## src/rtl/alu_control_muldiv.sv

```systemverilog
// EX-stage ALU control decode plus HI/LO registers and an iterative unsigned multiply/divide unit.
// Decode is combinational; MULTU/DIVU occupy WIDTH cycles, HI/LO-dependent R-types stall meanwhile.
module alu_control_muldiv #(
  parameter int WIDTH  = 32,
  parameter bit DIV_EN = 1'b1
) (
  input  logic             clk,
  input  logic             reset,
  input  logic             valid,
  input  logic [2:0]       ALUOp,
  input  logic [5:0]       funct,
  input  logic [WIDTH-1:0] srca,
  input  logic [WIDTH-1:0] srcb,
  output logic [2:0]       ALUControl,
  output logic [1:0]       res_sel,
  output logic             md_busy,
  output logic             stall,
  output logic [WIDTH-1:0] hi,
  output logic [WIDTH-1:0] lo
);

  localparam logic [5:0] F_MFHI  = 6'b010000;
  localparam logic [5:0] F_MTHI  = 6'b010001;
  localparam logic [5:0] F_MFLO  = 6'b010010;
  localparam logic [5:0] F_MTLO  = 6'b010011;
  localparam logic [5:0] F_MULTU = 6'b011001;
  localparam logic [5:0] F_DIVU  = 6'b011011;

  typedef enum logic [1:0] {S_IDLE, S_MUL, S_DIV} state_t;

  state_t               state_q, state_d;
  logic [5:0]           cnt_q, cnt_d;
  logic [2*WIDTH-1:0]   acc_q, acc_d;
  logic [WIDTH-1:0]     opb_q, opb_d;
  logic [WIDTH-1:0]     hi_q, hi_d;
  logic [WIDTH-1:0]     lo_q, lo_d;

  logic                 is_rtype;
  logic                 hilo_op;
  logic [WIDTH:0]       mul_sum;
  logic [2*WIDTH-1:0]   mul_next;
  logic [WIDTH:0]       div_shift;
  logic [WIDTH:0]       div_diff;
  logic [2*WIDTH-1:0]   div_next;
  logic [2*WIDTH-1:0]   step_next;

  assign is_rtype = (ALUOp == 3'b010);
  assign hilo_op  = (funct == F_MFHI) || (funct == F_MFLO) || (funct == F_MTHI) ||
                    (funct == F_MTLO) || (funct == F_MULTU) || (funct == F_DIVU);

  always_comb begin
    ALUControl = 3'b000;
    res_sel    = 2'b00;
    case (ALUOp)
      3'b000: ALUControl = 3'b010;
      3'b001: ALUControl = 3'b110;
      3'b011: ALUControl = 3'b111;
      3'b100: ALUControl = 3'b110;
      3'b110: ALUControl = 3'b001;
      3'b111: ALUControl = 3'b011;
      3'b010: begin
        case (funct)
          6'b100000: ALUControl = 3'b010;
          6'b100010: ALUControl = 3'b110;
          6'b100100: ALUControl = 3'b000;
          6'b100101: ALUControl = 3'b001;
          6'b101010: ALUControl = 3'b111;
          6'b100110: ALUControl = 3'b011;
          6'b100111: ALUControl = 3'b100;
          default:   ALUControl = 3'b000;
        endcase
        if (funct == F_MFHI) res_sel = 2'b01;
        if (funct == F_MFLO) res_sel = 2'b10;
      end
      default: ALUControl = 3'b000;
    endcase
  end

  // Shift-add: upper half accumulates, lower half holds the remaining multiplier bits.
  assign mul_sum  = {1'b0, acc_q[2*WIDTH-1:WIDTH]} + (acc_q[0] ? {1'b0, opb_q} : '0);
  assign mul_next = {mul_sum, acc_q[WIDTH-1:1]};

  // Restoring divide: upper half is the partial remainder, lower half shifts dividend out / quotient in.
  assign div_shift = {acc_q[2*WIDTH-1:WIDTH], acc_q[WIDTH-1]};
  assign div_diff  = div_shift - {1'b0, opb_q};
  assign div_next  = div_diff[WIDTH] ? {div_shift[WIDTH-1:0], acc_q[WIDTH-2:0], 1'b0}
                                     : {div_diff[WIDTH-1:0],  acc_q[WIDTH-2:0], 1'b1};

  assign step_next = (state_q == S_DIV) ? div_next : mul_next;

  always_comb begin
    state_d = state_q;
    cnt_d   = cnt_q;
    acc_d   = acc_q;
    opb_d   = opb_q;
    hi_d    = hi_q;
    lo_d    = lo_q;
    case (state_q)
      S_IDLE: begin
        if (valid && is_rtype) begin
          if (funct == F_MULTU) begin
            state_d = S_MUL;
            cnt_d   = 6'(WIDTH);
            acc_d   = {{WIDTH{1'b0}}, srcb};
            opb_d   = srca;
          end else if ((funct == F_DIVU) && DIV_EN) begin
            state_d = S_DIV;
            cnt_d   = 6'(WIDTH);
            acc_d   = {{WIDTH{1'b0}}, srca};
            opb_d   = srcb;
          end else if (funct == F_MTHI) begin
            hi_d = srca;
          end else if (funct == F_MTLO) begin
            lo_d = srca;
          end
        end
      end
      S_MUL, S_DIV: begin
        acc_d = step_next;
        cnt_d = cnt_q - 6'd1;
        if (cnt_q == 6'd1) begin
          hi_d    = step_next[2*WIDTH-1:WIDTH];
          lo_d    = step_next[WIDTH-1:0];
          state_d = S_IDLE;
        end
      end
      default: state_d = S_IDLE;
    endcase
  end

  always_ff @(posedge clk) begin
    if (reset) begin
      state_q <= S_IDLE;
      cnt_q   <= '0;
      acc_q   <= '0;
      opb_q   <= '0;
      hi_q    <= '0;
      lo_q    <= '0;
    end else begin
      state_q <= state_d;
      cnt_q   <= cnt_d;
      acc_q   <= acc_d;
      opb_q   <= opb_d;
      hi_q    <= hi_d;
      lo_q    <= lo_d;
    end
  end

  assign md_busy = (state_q != S_IDLE);
  assign stall   = !reset && valid && md_busy && is_rtype && hilo_op;
  assign hi      = hi_q;
  assign lo      = lo_q;

endmodule

```

## config.mk

```make
export PLATFORM = sky130hd
export DESIGN_NAME = alu_control_muldiv
export DESIGN_NICKNAME = d
export VERILOG_FILES = /design/src/rtl/alu_control_muldiv.sv
export SDC_FILE = /design/constraint.sdc
export NUM_CORES = 1
export LEC_CHECK = 0
export ABC_AREA = 1
export BUFFER_PORTS_ARGS = -buffer_cell sky130_fd_sc_hd__buf_2
export CAP_MARGIN = 25
export CORE_AREA = 2 2 183 185
export DETAILED_ROUTE_END_ITERATION = 12
export DIE_AREA = 0 0 185 187
export GPL_ROUTABILITY_DRIVEN = 0
export PLACE_DENSITY = 0.63
export SYNTH_ARGS = -nofsm -noshare
export SYNTH_HDL_FRONTEND = slang
export SYNTH_SLANG_ARGS = --single-unit
```

## constraint.sdc

```tcl
create_clock -name clk -period 6.8 [get_ports clk]
set_input_delay 1.36 -clock clk [delete_from_list [all_inputs] [get_ports clk]]
set_output_delay 1.36 -clock clk [all_outputs]
set_load 0.01 [all_outputs]
```

==> results of run 1 <==
## registers in the layout, indices dropped and copies added (netlist names)
register / count
acc_q: 64
cnt_q: 6
hi: 32
lo: 32
opb_q: 32
state_q: 2
## final timing paths
check | startpoint | end | cells past startpoint
max reg2reg | acc_q[31] | acc_q[41] | 20
max | funct[5] | stall | 9
min | cnt_q[0] | cnt_q[0] | 2
min reg2reg | cnt_q[0] | cnt_q[0] | 2
## cells by family after synthesis
family                     after synthesis  share of synthesized area [%]
adders and majority gates               70                          6.618
muxes                                   13                         0.9667
buffers and inverters                  429                          12.49
AOI/OAI and AO/OA                      537                          21.58
xor gates and xnor gates                15                         0.9760
DFF                                    168                          24.99
and+or+nand+nor                       1032                          32.38
## per-layer routing
layer  GRT usage (%)  vias to the layer above  wire length (µm)
met5               0                        -                 7
met4           7.937                        2              1179
met3           3.602                       82              3248
met2           42.03                      551             20480
li1                -                     7520                 -
met1           37.20                     6848             20830
## tightest hold or removal path, delay by kind of cell (launching register included)
| family | cells | cell delay, ns |
|---|---|---|
| simple gates | 1 | 0.07 |
| flops | 1 | 0.32 |
| compound gates | 1 | 0.05 |
## power by group
group          switching [µW]  leakage, µW  internal (µW)
Clock                     429     0.000290            618
Sequential               2.51      0.00135            986
Combinational             160      0.00623           80.5
Total                     592      0.00787           1680
## cell type report
cell class / instances / area [µm²] / area share [%]
tap: 448 / 560.5 / 3.706
multi-input combinational: 1667 / 8433 / 55.76
sequential: 168 / 3363 / 22.24
timing repair buffer: 163 / 918.4 / 6.073
clock inverter: 14 / 197.7 / 1.307
inverter: 325 / 1221 / 8.075
clock buffer: 18 / 429.2 / 2.838
## layout by cell type (no fill, tap or decap), types with 4 or more instances in the layout
cell type,synthesis,final
sky130_fd_sc_hd__a21oi_1,187,187
sky130_fd_sc_hd__xor2_1,10,10
sky130_fd_sc_hd__and2_1,5,5
sky130_fd_sc_hd__nand4_1,15,15
sky130_fd_sc_hd__o211ai_1,25,25
sky130_fd_sc_hd__a21o_1,5,5
sky130_fd_sc_hd__inv_2,8,8
sky130_fd_sc_hd__nand3b_1,26,26
sky130_fd_sc_hd__buf_4,7,14
sky130_fd_sc_hd__nand2_2,7,7
sky130_fd_sc_hd__clkinvlp_4,0,5
sky130_fd_sc_hd__ha_1,68,66
sky130_fd_sc_hd__a31oi_1,65,65
sky130_fd_sc_hd__clkbuf_16,0,17
sky130_fd_sc_hd__o21ai_1,5,5
sky130_fd_sc_hd__nor3_1,39,39
sky130_fd_sc_hd__nand2_1,640,640
sky130_fd_sc_hd__bufinv_16,0,4
sky130_fd_sc_hd__nor2_1,183,183
sky130_fd_sc_hd__a21oi_2,4,4
sky130_fd_sc_hd__nand3_1,87,86
sky130_fd_sc_hd__buf_2,12,146
sky130_fd_sc_hd__dfxtp_1,168,168
sky130_fd_sc_hd__mux2i_1,13,13
sky130_fd_sc_hd__nand3b_2,9,9
sky130_fd_sc_hd__o21ai_0,232,232
sky130_fd_sc_hd__inv_1,315,314
sky130_fd_sc_hd__o21a_1,7,7
sky130_fd_sc_hd__xnor2_1,5,5
## metrics by stage
stage / hold WS (ns) / worst slack (ns) / utilization, % / total power, µW / instances
6_report: 0.4917 / 2.934 / 46.02 / 2276 / 2803
5_1_grt: 0.5097 / 2.763 / 46.02 / 2353 / 2803
4_1_cts: 0.4923 / 2.953 / 45.94 / 2283 / 2802
3_5_place_dp: 0.4786 / 2.939 / 44.03 / 1247 / 2770
3_3_place_gp: 0.4720 / 3.017 / 43.86 / 1242 / 2768
2_1_floorplan: 0.4583 / 3.204 / - / 1168 / 2264
==> results.md, run 1 <==
Worst setup path:
- Along the worst path, the maximum fanout reaches 4.
- The kind of launch point of the worst setup path is a primary input.
- The worst-path cell with the longest stage delay is sky130_fd_sc_hd__o21ai_1.
- Counting both buffers and inverters, the worst setup path holds a total of 4.
- The category of cells accounting for the largest share of critical-path delay is buffers and inverters.
- The largest single stage delay on the critical path is 0.24 ns.
- Data arrives at the worst endpoint at 2.51 ns.
- The setup slack of the worst register-to-register path is between 3 and 4 ns.
- The category of the most critical setup path is primary input to output port.
- Walking the worst path, the cells encountered are buf_2 -> inv_1 -> nand2_1 -> inv_1 -> nand2_1 -> o21ai_1 -> a21oi_1 -> nor4_1 -> buf_2.
- The worst setup path is captured at an output port.
- For the worst setup path, the data required time is 5.44 ns.

Clocking:
- The clock net in this run drives a total of roughly 170 sinks.
- The maximum number of buffers from clock root to sink is 2.
- The clock tree root driver cell is sky130_fd_sc_hd__clkbuf_16.
- The number of hold-repair buffers added at the cts stage is 0.
- The number of cells upsized or downsized after cts is 0.
- The number of levels in the clock H-tree is 4.
- The later pin in the worst-skew pair is clocked with a latency of roughly 0.44 ns.
- The number of clock buffers added by TritonCTS is 17.
- The setup fix buffers added after clock tree synthesis is 0.
- After clock tree synthesis, the clock-pin slew on the worst setup and hold paths is 0.06 ns.
- The clock tree from TritonCTS is yes.

Status:
- The flow ran to the end, and the final reports show no timing, DRC or antenna violations.

Timing:
- The total count of hold-check failures in the final report is 0.
- The headroom to the max-slew limit is 35.57%.
- The fmax is approximately 260 MHz.
- The ratio of final minimum period to clock period is 56.85%.
- The smallest clock period supported by the final layout is computed as 3.866 ns.
- The pin slew with the least headroom to its limit is between 0.9 and 1 ns.
- The summed negative setup slack over all endpoints is 0 ns.
- Clock skew on the completed layout was measured at 0.008984 ns.
- The number of pins with negative max-slew slack in the final report is 0.
- Setup repair after global routing left no endpoint under its margin.
- The count of endpoints failing setup in the final report is 0.

Layout:
- From synthesis to final layout, the design area changed by 12.35%.
- In the final layout, the share of cells above drive strength 1 is 10.19%.
- The fill cell total of the finished layout is between 3000 and 4000.
- The number of diodes is 0.
- With fillers left out, the area of the finished cells amounts to about 0.015 mm².
- At the end of the flow, the number of nets in the layout was between 2000 and 2500.

Floorplan:
- Measured along the x axis, the die boundary spans between 150 and 200 µm.
- Row generation in the floorplan step produced 67 rows.
- The I/O pin count is 147.
- The total core area is 0.03286 mm².
- From bottom edge to top edge, the die measures approximately 190 µm.
- The die area is roughly 0.035 mm².
- For this configuration, the core starts out at a cell density of 40.96%.

Drt:
- The routed design has 45750 µm of wire.
- The final route contains roughly 15000 vias.
- For this run, design rule violations remaining after detail routing come to 0.
- The detailed-routing iteration count for the pre-antenna-repair pass is 6.
- After the first detailed-routing iteration, the DRC count stood at 1472.
- After detailed routing, the average wire length per cell comes to between 15 and 20 µm.
- The via-per-instance ratio is 5.352.
- The remaining number of nets flagged by the antenna check after routing is 0.

Yosys:
- After synthesis, the most frequently instantiated cells are 640 x sky130_fd_sc_hd__nand2_1, 315 x sky130_fd_sc_hd__inv_1, 232 x sky130_fd_sc_hd__o21ai_0.
- The cell count after synthesis is 2264.
- For this run, asynchronously set or reset flops after synthesis account for 0%.
- Summing every instance area after synthesis gives 0.01346 mm².
- The number of warnings printed during yosys synthesis is 0.
- The average instance area after synthesis is 5.945 µm².
- Synthesis instantiated 46 different standard cells from the library.
- The biggest area contributor in the post-synthesis netlist is sky130_fd_sc_hd__dfxtp_1.
- In this run, synthesis produced a sequential element count of 168.
- The number of flops mapped to enable cells by yosys is 0.
- After synthesis, the cell types taking the most area are sky130_fd_sc_hd__dfxtp_1 25%, sky130_fd_sc_hd__nand2_1 18%, sky130_fd_sc_hd__inv_1 8.8%, sky130_fd_sc_hd__o21ai_0 8.6%, sky130_fd_sc_hd__a21oi_1 7.0%.
- The most common cell in the synthesized netlist is sky130_fd_sc_hd__nand2_1.
- The number of nets handed over by synthesis was 2410.
- The proportion of synthesized chip area in sequential cells is 24.99%.
- In the synthesized netlist the dominant register cell turns out to be sky130_fd_sc_hd__dfxtp_1.
- The area share of the largest cell type after synthesis is 24.99%.

Flow run:
- The tool flagged a number of max-cap violations equal to 0.

Global routing:
- The number of antenna violations at the first check in global routing was 1.
- The total routing usage reported by global routing is 26.48%.
- After global routing the overflow that remains totals 0.
- Entering global routing, the biggest net connects 110 pins.
- The first global-routing pass estimated 73690 µm of wire.
- The via count of the first global-routing pass is 14050.

Place:
- The detailed placement HPWL is between 30000 and 40000 µm.
- The number of input and output port buffers inserted is 146.
- The placed instances occupy a cell area of 0.01447 mm².

Power:
- The maximum ir drop on the vdd rail is 0.2005 mV.
- In this run the static leakage power is 0.007871 µW.
- The ratio of total power to cell area is 150.5 mW/mm².

Worst hold path:
- The path class of the tightest hold or removal check is flip-flop to flip-flop.
Power figures use the tool's default switching activity.
==> inputs of run 2 (changes only) <==
==> constraint.sdc (replaced) <==
create_clock -name clk -period 3.9 [get_ports clk]
set_input_delay 0.78 -clock clk [delete_from_list [all_inputs] [get_ports clk]]
set_output_delay 0.78 -clock clk [all_outputs]
set_load 0.01 [all_outputs]
==> run 2 against run 1 <==
  * Core utilization fell by 0.15 points
  * Die area stayed put
  * Sequential power up 74%
  * Cell count rose by 0.21%
  * First-iteration DRC count fell by 1.6%
  * Critical path type is now flip-flop to flip-flop
  * Via count grew 1.2%
  * Clock skew rose by 0.0027 ns
  * Clock power rose by 61%
  * Largest power group is now registers
  * Wire length up 2.2%
==> results.md, run 2 (synthesized netlist as in run 1, its figures left out) <==
Worst hold path:
- The class of the tightest hold or removal check is flip-flop to flip-flop.

Clocking:
- The clock-pin slew of the registers on the worst-case setup and hold paths is 0.06 ns.
- The clock tree root driver cell is sky130_fd_sc_hd__clkbuf_16.
- In this run, post-CTS repair resized a total of 0 instances.
- The setup fix buffers added after clock tree synthesis is 0.
- The clock tree from TritonCTS is yes.
- The number of hold-repair buffers added at the cts stage is 0.
- In this run, CTS created clock tree buffers numbering 17.
- The maximum number of buffers from clock root to sink is 2.
- The later pin in the worst-skew pair is clocked with a latency of ~0.43 ns.
- The total clock sinks is 168.
- The H-tree generated during clock tree synthesis spans 4 levels.

Timing:
- The worst path uses around 84% of the clock period.
- For this run, the top clock speed supported by timing is around 300 MHz.
- Adding up every negative setup slack in the final design gives 0 ns.
- The final period demand of the worst path is 3.279 ns.
- The total count of hold-check failures in the final report is 0.
- Setup repair after global routing left no endpoint under its margin.
- The number of pins with negative max-slew slack in the final report is 0.
- In this run the tightest slew margin relative to its limit is 38.86%.
- The clock arrives with 0.01172 ns of skew.
- The worst path meets setup with 0.6210 ns of slack.
- The count of endpoints failing setup in the final report is 0.
- The pin slew with the least headroom to its limit is 0.9162 ns.
- The worst hold slack after final layout is about 0.49 ns.

Worst setup path:
- The endpoint required time on the critical path is around 4.3 ns.
- By startpoint and endpoint, the worst setup path is classified as flip-flop to flip-flop.
- The maximum fanout count along the critical path is 33.
- The kind of launch point of the worst setup path is a flip-flop.
- The critical path endpoint category is a flip-flop.
- Data on the critical path arrives at its endpoint at ~3.6 ns.

Place:
- Summed over all nets, the half-perimeter wirelength after detailed placement is 35850 µm.
- The number of input and output port buffers inserted is 146.
- The pre-CTS setup slack is 0.7043 ns.

Power:
- The sequential group share of total power is about 45%.
- For this design the total switching power over the nets is 993.9 µW.
- The maximum ir drop on the vdd rail is just over 0.4 mV.
- Dividing total power by cell area gives a power density of ~260 mW/mm².
- Combinational logic is responsible for between 10% and 20% of the overall power.
- The share of power burned in the clock network is a little over two fifths.
- The internal portion of the total power is 2851 µW.
- Of the total power, the share spent switching nets is approximately a quarter.
- For this design the static power due to leakage is 0.007875 µW.

Drt:
- The detailed-routing iteration count for the pre-antenna-repair pass is 6.
- The post-detailed-route wirelength per cell is 16.64 µm.
- The count of nets left with antenna violations once routing finished came out at 0.
- The number of design-rule violations left by the first detailed-router iteration is 1448.
- The number of design rule violations left after detail routing is 0.
- Across all layers, the routed design uses 15180 vias.
- The final routed wirelength across all metal layers is 46760 µm.
- In the routed layout, each cell is associated on average with a via count of 5.403.

Floorplan:
- The width of the die is 185 µm.
- The I/O pin count is 147.
- The overall die height is 187 µm.
- The total core area is 0.03286 mm².
- The starting utilization of the core area is roughly two fifths.
- The standard-cell row count is 67.
- The floorplan step defined a die boundary enclosing 0.03460 mm².

Status:
- The flow ran to the end, and the final reports show no timing, DRC or antenna violations.

Global routing:
- The via count of the first global-routing pass is 14050.
- The first global-routing pass estimated around 74000 µm of wire.
- Entering global routing, the biggest net connects between 80 and 90 pins.
- Global routing used 26.85% of the available tracks.
- The number of antenna violations at the first check in global routing came to 4.
- For this run the aggregate overflow at the end of global routing stands at 0.

Layout:
- The top cell types in the final layout, fill and taps aside, are 640 x sky130_fd_sc_hd__nand2_1, 314 x sky130_fd_sc_hd__inv_1, 232 x sky130_fd_sc_hd__o21ai_0, 187 x sky130_fd_sc_hd__a21oi_1, 183 x sky130_fd_sc_hd__nor2_1.
- The area growth from synthesis to final layout is 11.99%.
- After the last flow step, the layout net total stands at 2492.
- The number of flip-flops in the largest register is 64.
- Ranked by flip-flop count, first place goes to acc_q.
- In the final layout, the share of cells above drive strength 1 is 10.31%.
- The most common cell after layout, fill and taps aside is sky130_fd_sc_hd__nand2_1.

Flow run:
- The max-cap check violation count is 0.
==> run 2: cell count changes in the layout (fill, tap and decap cells not counted) <==
cell                         previous run  this run
sky130_fd_sc_hd__bufinv_16              4         2
sky130_fd_sc_hd__clkbuf_8               0         3
sky130_fd_sc_hd__clkinv_4               1         2
sky130_fd_sc_hd__inv_6                  3         2
sky130_fd_sc_hd__buf_16                 3         0
sky130_fd_sc_hd__diode_2                0         3
sky130_fd_sc_hd__clkinvlp_4             5         1
sky130_fd_sc_hd__buf_12                 0         1
sky130_fd_sc_hd__clkinv_2               2         4
sky130_fd_sc_hd__buf_4                 14        20
==> run 2: worst max-delay path, stage by stage, from the launching register on <==
cell	delay, ns
sky130_fd_sc_hd__dfxtp_1	0.31
sky130_fd_sc_hd__inv_1	0.17
sky130_fd_sc_hd__ha_1	0.19
sky130_fd_sc_hd__inv_1	0.10
sky130_fd_sc_hd__fa_1	0.39
sky130_fd_sc_hd__nand2_1	0.10
sky130_fd_sc_hd__nand2_1	0.12
sky130_fd_sc_hd__nand3_2	0.10
sky130_fd_sc_hd__nand2_2	0.10
sky130_fd_sc_hd__nand2_2	0.10
sky130_fd_sc_hd__nand2_4	0.06
sky130_fd_sc_hd__nand2_4	0.07
sky130_fd_sc_hd__nand3_2	0.07
sky130_fd_sc_hd__nand2_2	0.61
sky130_fd_sc_hd__nand2_1	0.15
sky130_fd_sc_hd__nand2_1	0.13
sky130_fd_sc_hd__nand2_1	0.07
sky130_fd_sc_hd__nand2_1	0.09
sky130_fd_sc_hd__nand2_1	0.09
sky130_fd_sc_hd__a21oi_1	0.17
==> run 2: path summary, 6_finish.rpt <==
| kind | from | endpoint | slack (ns) | depth (start not counted) |
|---|---|---|---|---|
| max | acc_q[31] | hi[30] | 0.62 | 19 |
| max reg2reg | acc_q[31] | hi[30] | 0.62 | 19 |
| min | cnt_q[0] | cnt_q[0] | 0.49 | 2 |
| min reg2reg | cnt_q[0] | cnt_q[0] | 0.49 | 2 |
==> run 2: stage by stage <==
step | cell area (µm²) | cells | power [µW] | util, %
global route | 15070 | 2807 | 3985 | 45.86
global placement | 14480 | 2775 | 2175 | 44.06
floorplan | 13460 | 2264 | 2037 | -
finish | 15070 | 2809 | 3844 | 45.87
detailed placement | 14480 | 2775 | 2182 | 44.06
CTS | 15070 | 2806 | 3859 | 45.85
==> run 2: per-layer routing <==
| metal | vias to the layer above | track usage [%] | wire length (µm) |
|---|---|---|---|
| li1 | 7527 | - | - |
| met1 | 6966 | 37.30 | 21140 |
| met2 | 601 | 43.06 | 20940 |
| met3 | 82 | 3.505 | 3461 |
| met4 | 2 | 8.364 | 1196 |
| met5 | - | 0 | 19 |
==> run 2: layout make-up <==
class / instances / area, µm²
well taps: 448 / 560.5
clock buffers: 21 / 470.5
repair buffers: 167 / 900.9
fillers: 3553 / 17790
diodes: 3 / 7.507
multi-input cells: 1667 / 8433
inverters: 325 / 1221
clock inverters: 10 / 117.6
flip-flops and latches: 168 / 3363
==> run 2: power groups by stage <==
stage / Clock (µW) / Sequential (µW) / Combinational (µW)
2_1_floorplan: 0 / 1760 / 276
3_3_place_gp: 0 / 1760 / 413
3_5_place_dp: 0 / 1760 / 420
4_1_cts: 1710 / 1720 / 422
5_1_grt: 1790 / 1720 / 472
6_report: 1690 / 1720 / 428
==> inputs of run 3 (changes only) <==
==> constraint.sdc (replaced) <==
create_clock -name clk -period 3.36 [get_ports clk]
set_input_delay 0.672 -clock clk [delete_from_list [all_inputs] [get_ports clk]]
set_output_delay 0.672 -clock clk [all_outputs]
set_load 0.01 [all_outputs]
==> run 3 against run 2 <==
  * Sequential share of layout area fell by 0.12 points
  * Power rose by 18%
  * Worst hold slack better by 0.0045 ns
  * Fmax is 10% higher
  * Largest cell class unchanged
==> results.md, run 3 (synthesized netlist as in run 1, its figures left out) <==
Drt:
- The post-detailed-route wirelength per cell is between 15 and 20 µm.
- For this run, the detailed router's first-pass iteration total came to 6.
- The number of design-rule violations left by the first detailed-router iteration is 1984.
- The routed layout has 15400 vias.
- The final layout contains routed wiring with a total length of 48530 µm.
- In this run the remaining antenna-violating nets after routing total 0.
- Dividing the detail-routed via count by the number of cells gives 5.467.
- After detailed routing, the number of remaining DRC violations is 0.

Floorplan:
- The overall die height is approximately 190 µm.
- The initial utilization of the core area, before any placement, comes to 40.96%.
- The width of the die is 185 µm.
- The standard-cell row count is 67.
- The die area is 0.03460 mm².
- between 100 and 150 I/O pins were placed.
- The total area inside the core boundary comes to approximately 0.033 mm².

Global routing:
- The met3 global-route usage is under 10%.
- The met2 demand-to-capacity share in global routing is between 40% and 50%.
- Global routing used 38.36% of the available met1 tracks.
- In the global route stage, overall resource usage came out at 28.01%.
- The first global-routing pass estimated 77010 µm of wire.
- The layer flagged by global routing as most heavily used is met2.
- The overall overflow remaining after global route is 0.
- Entering global routing, the biggest net connects 85 pins.
- The via count of the first global-routing pass is 14380.
- The number of antenna violations at the first check in global routing is 3.

Power:
- Power comes to 4539 µW.
- The internal power consumption is 3272 µW.
- Net switching is 27.92% of the power.
- The clock network is responsible for ~45% of the overall power.
- The static leakage is between 0.007 and 0.008 µW.
- The net switching component of the power is roughly 1300 µW.
- The sequential group share of total power is 44.1%.
- The ratio of total power to cell area is 299.5 mW/mm².
- The worst-case IR drop observed on VDD is 0.3901 mV.
- Combinational cells account for 11.2% of the total power.

Worst setup path:
- The cell family contributing the most delay on the critical path is simple AND/OR/NAND/NOR gates.
- On the worst path, the slowest cell contributes a delay of 0.38 ns.
- The cell depth of the worst setup path is 20.
- The buffering stage count on the worst path with inverters included is 3.
- Traced cell by cell, the critical path runs through inv_1 -> ha_1 -> inv_1 -> fa_1 -> nand2_1 -> nand2_1 -> nand3_2 -> nand2_2 -> nand2_2 -> nand2_4 -> nand2_4 -> nand2_4 -> nand2_2 -> buf_4 -> nand3_1 -> nand2_1 -> nand2_1 -> nand2_1 -> nand2_1 -> a21oi_1.
- The worst endpoint data arrival time is 3.34 ns.
- The setup path with the least slack is of type flip-flop to flip-flop.
- The length in cells of the worst reg-to-reg path is 20.
- The worst-path cell with the longest stage delay is sky130_fd_sc_hd__fa_1.
- For the worst setup path, the data required time is 3.73 ns.
- The maximum fanout count along the critical path is 22.
- STA classifies the critical path endpoint as a flip-flop.
- The cell type with the highest occurrence count on the critical path is sky130_fd_sc_hd__nand2_1.
- STA classifies the critical path startpoint as a flip-flop.

Clocking:
- In this run the number of H-tree levels came out at 4.
- Counting along the longest clock path gives a buffer depth of 2.
- The clock tree from TritonCTS is yes.
- The number of clock buffers inserted by TritonCTS is 17.
- The total clock sinks is 168.
- Once the clock tree was built, the setup fixing pass inserted 0 buffers.
- After clock tree synthesis, the repair step resized 0 gates.
- Clock-pin slew was measured on the worst setup and hold paths at 0.07 ns.
- The clock tree root driver cell is sky130_fd_sc_hd__clkbuf_16.
- For this design, the CTS-stage hold fixing added 0 buffers.
- The clock insertion delay at the later pin of the skew report is 0.45 ns.

Timing:
- Based on the critical path, the design can be clocked at up to 337.0 MHz.
- In this run the tightest slew margin relative to its limit is 39.99%.
- Setup violations remaining at the end of the flow were counted as 0.
- The pin slew with the least headroom to its limit is 0.9002 ns.
- On the final layout, the worst clock skew is 0.01437 ns.
- The number of pins with negative max-slew slack in the final report is 0.
- The routed design could run at a clock period as short as 2.968 ns.
- Setup repair after global routing left no endpoint under its margin.
- The summed negative setup slack over all endpoints is 0 ns.
- Of the available clock period, the critical path in the final layout requires between 80% and 90%.
- The total count of hold-check failures in the final report is 0.

Layout:
- The fraction of layout instances using a drive strength above 1 is 10.69%.
- The most common cell after layout, fill and taps aside is sky130_fd_sc_hd__nand2_1.
- The register with the most flip-flops in the final layout is acc_q.
- The area growth from synthesis to final layout is 12.59%.
- Leaving out fill and tap cells, the most frequent cells in the layout are 640 x sky130_fd_sc_hd__nand2_1, 314 x sky130_fd_sc_hd__inv_1, 232 x sky130_fd_sc_hd__o21ai_0, 187 x sky130_fd_sc_hd__a21oi_1, 183 x sky130_fd_sc_hd__nor2_1.
- The layout net count is between 2000 and 3000.
- The register with the most flip-flops in the layout has 64 of them.
- Counting the fill cells in the layout gives ~3500.

Flow run:
- The max-cap check violation count is 0.

Place:
- The number of input and output port buffers inserted is 146.
- Summed over all nets, the half-perimeter wirelength after detailed placement is 37450 µm.

Worst hold path:
- The path class of the tightest hold or removal check is flip-flop to flip-flop.
- The number of stages on the worst hold path is 2.

Status:
- The run finished with clean final reports.
[run 3: cell count changes in the layout (fill, tap and decap cells not counted)]
cell / delta
sky130_fd_sc_hd__inv_6: +4
sky130_fd_sc_hd__diode_2: -2
sky130_fd_sc_hd__clkbuf_1: -1
sky130_fd_sc_hd__buf_12: +2
sky130_fd_sc_hd__clkbuf_8: -3
sky130_fd_sc_hd__inv_8: +2
sky130_fd_sc_hd__buf_4: +6
sky130_fd_sc_hd__clkinv_4: -2
sky130_fd_sc_hd__clkinv_2: +1
[run 3: worst paths after layout]
kind	startpoint	end	slack, ns
hold reg to reg	cnt_q[2]	cnt_q[2]	0.49
setup reg to reg	acc_q[31]	acc_q[58]	0.39
setup / recovery	acc_q[31]	acc_q[58]	0.39
hold / removal	cnt_q[2]	cnt_q[2]	0.49
[run 3: layout make-up]
class / count / area [µm²] / share of cell area [%]
Inverter: 325 / 1221 / 8.058
Timing Repair Buffer: 175 / 985.9 / 6.506
Sequential cell: 168 / 3363 / 22.19
Tap cell: 448 / 560.5 / 3.699
Multi-Input combinational cell: 1667 / 8433 / 55.65
Antenna cell: 1 / 2.502 / 0.01651
Clock inverter: 15 / 162.7 / 1.073
Clock buffer: 17 / 425.4 / 2.807
[run 3: routing by layer]
layer  share of wire [%]  vias up
met4                 2.5        4
met2                  44      742
met5               0.056        -
met3                 9.0       94
met1                  45     7013
li1                    -     7542
[run 3: worst min-delay path: stages (launching register included)]
cell and delay (ns):
sky130_fd_sc_hd__dfxtp_1 0.33, sky130_fd_sc_hd__nand2_1 0.07, sky130_fd_sc_hd__a21oi_1 0.05
[run 3: metrics by stage]
stage	setup slack (ns)	cells	area (µm²)	hold slack, ns	utilization, %
floorplan	1.013	2264	13460	0.4583	-
global placement	0.3046	2783	14560	0.4765	44.32
detailed placement	0.3825	2783	14560	0.4837	44.32
CTS	0.4494	2815	15150	0.4930	46.11
global route	0.1221	2816	15150	0.5068	46.12
finish	0.3924	2816	15150	0.4944	46.12
[run 3: power by group through the flow]
| stage | registers (µW) | clock network, µW | logic (µW) |
|---|---|---|---|
| final | 2000 | 2030 | 511 |
| after global routing | 2000 | 2130 | 564 |
| after CTS | 2000 | 2050 | 498 |
| after detailed placement | 2050 | 0 | 495 |
| after global placement | 2050 | 0 | 492 |
| after floorplan | 2040 | 0 | 320 |
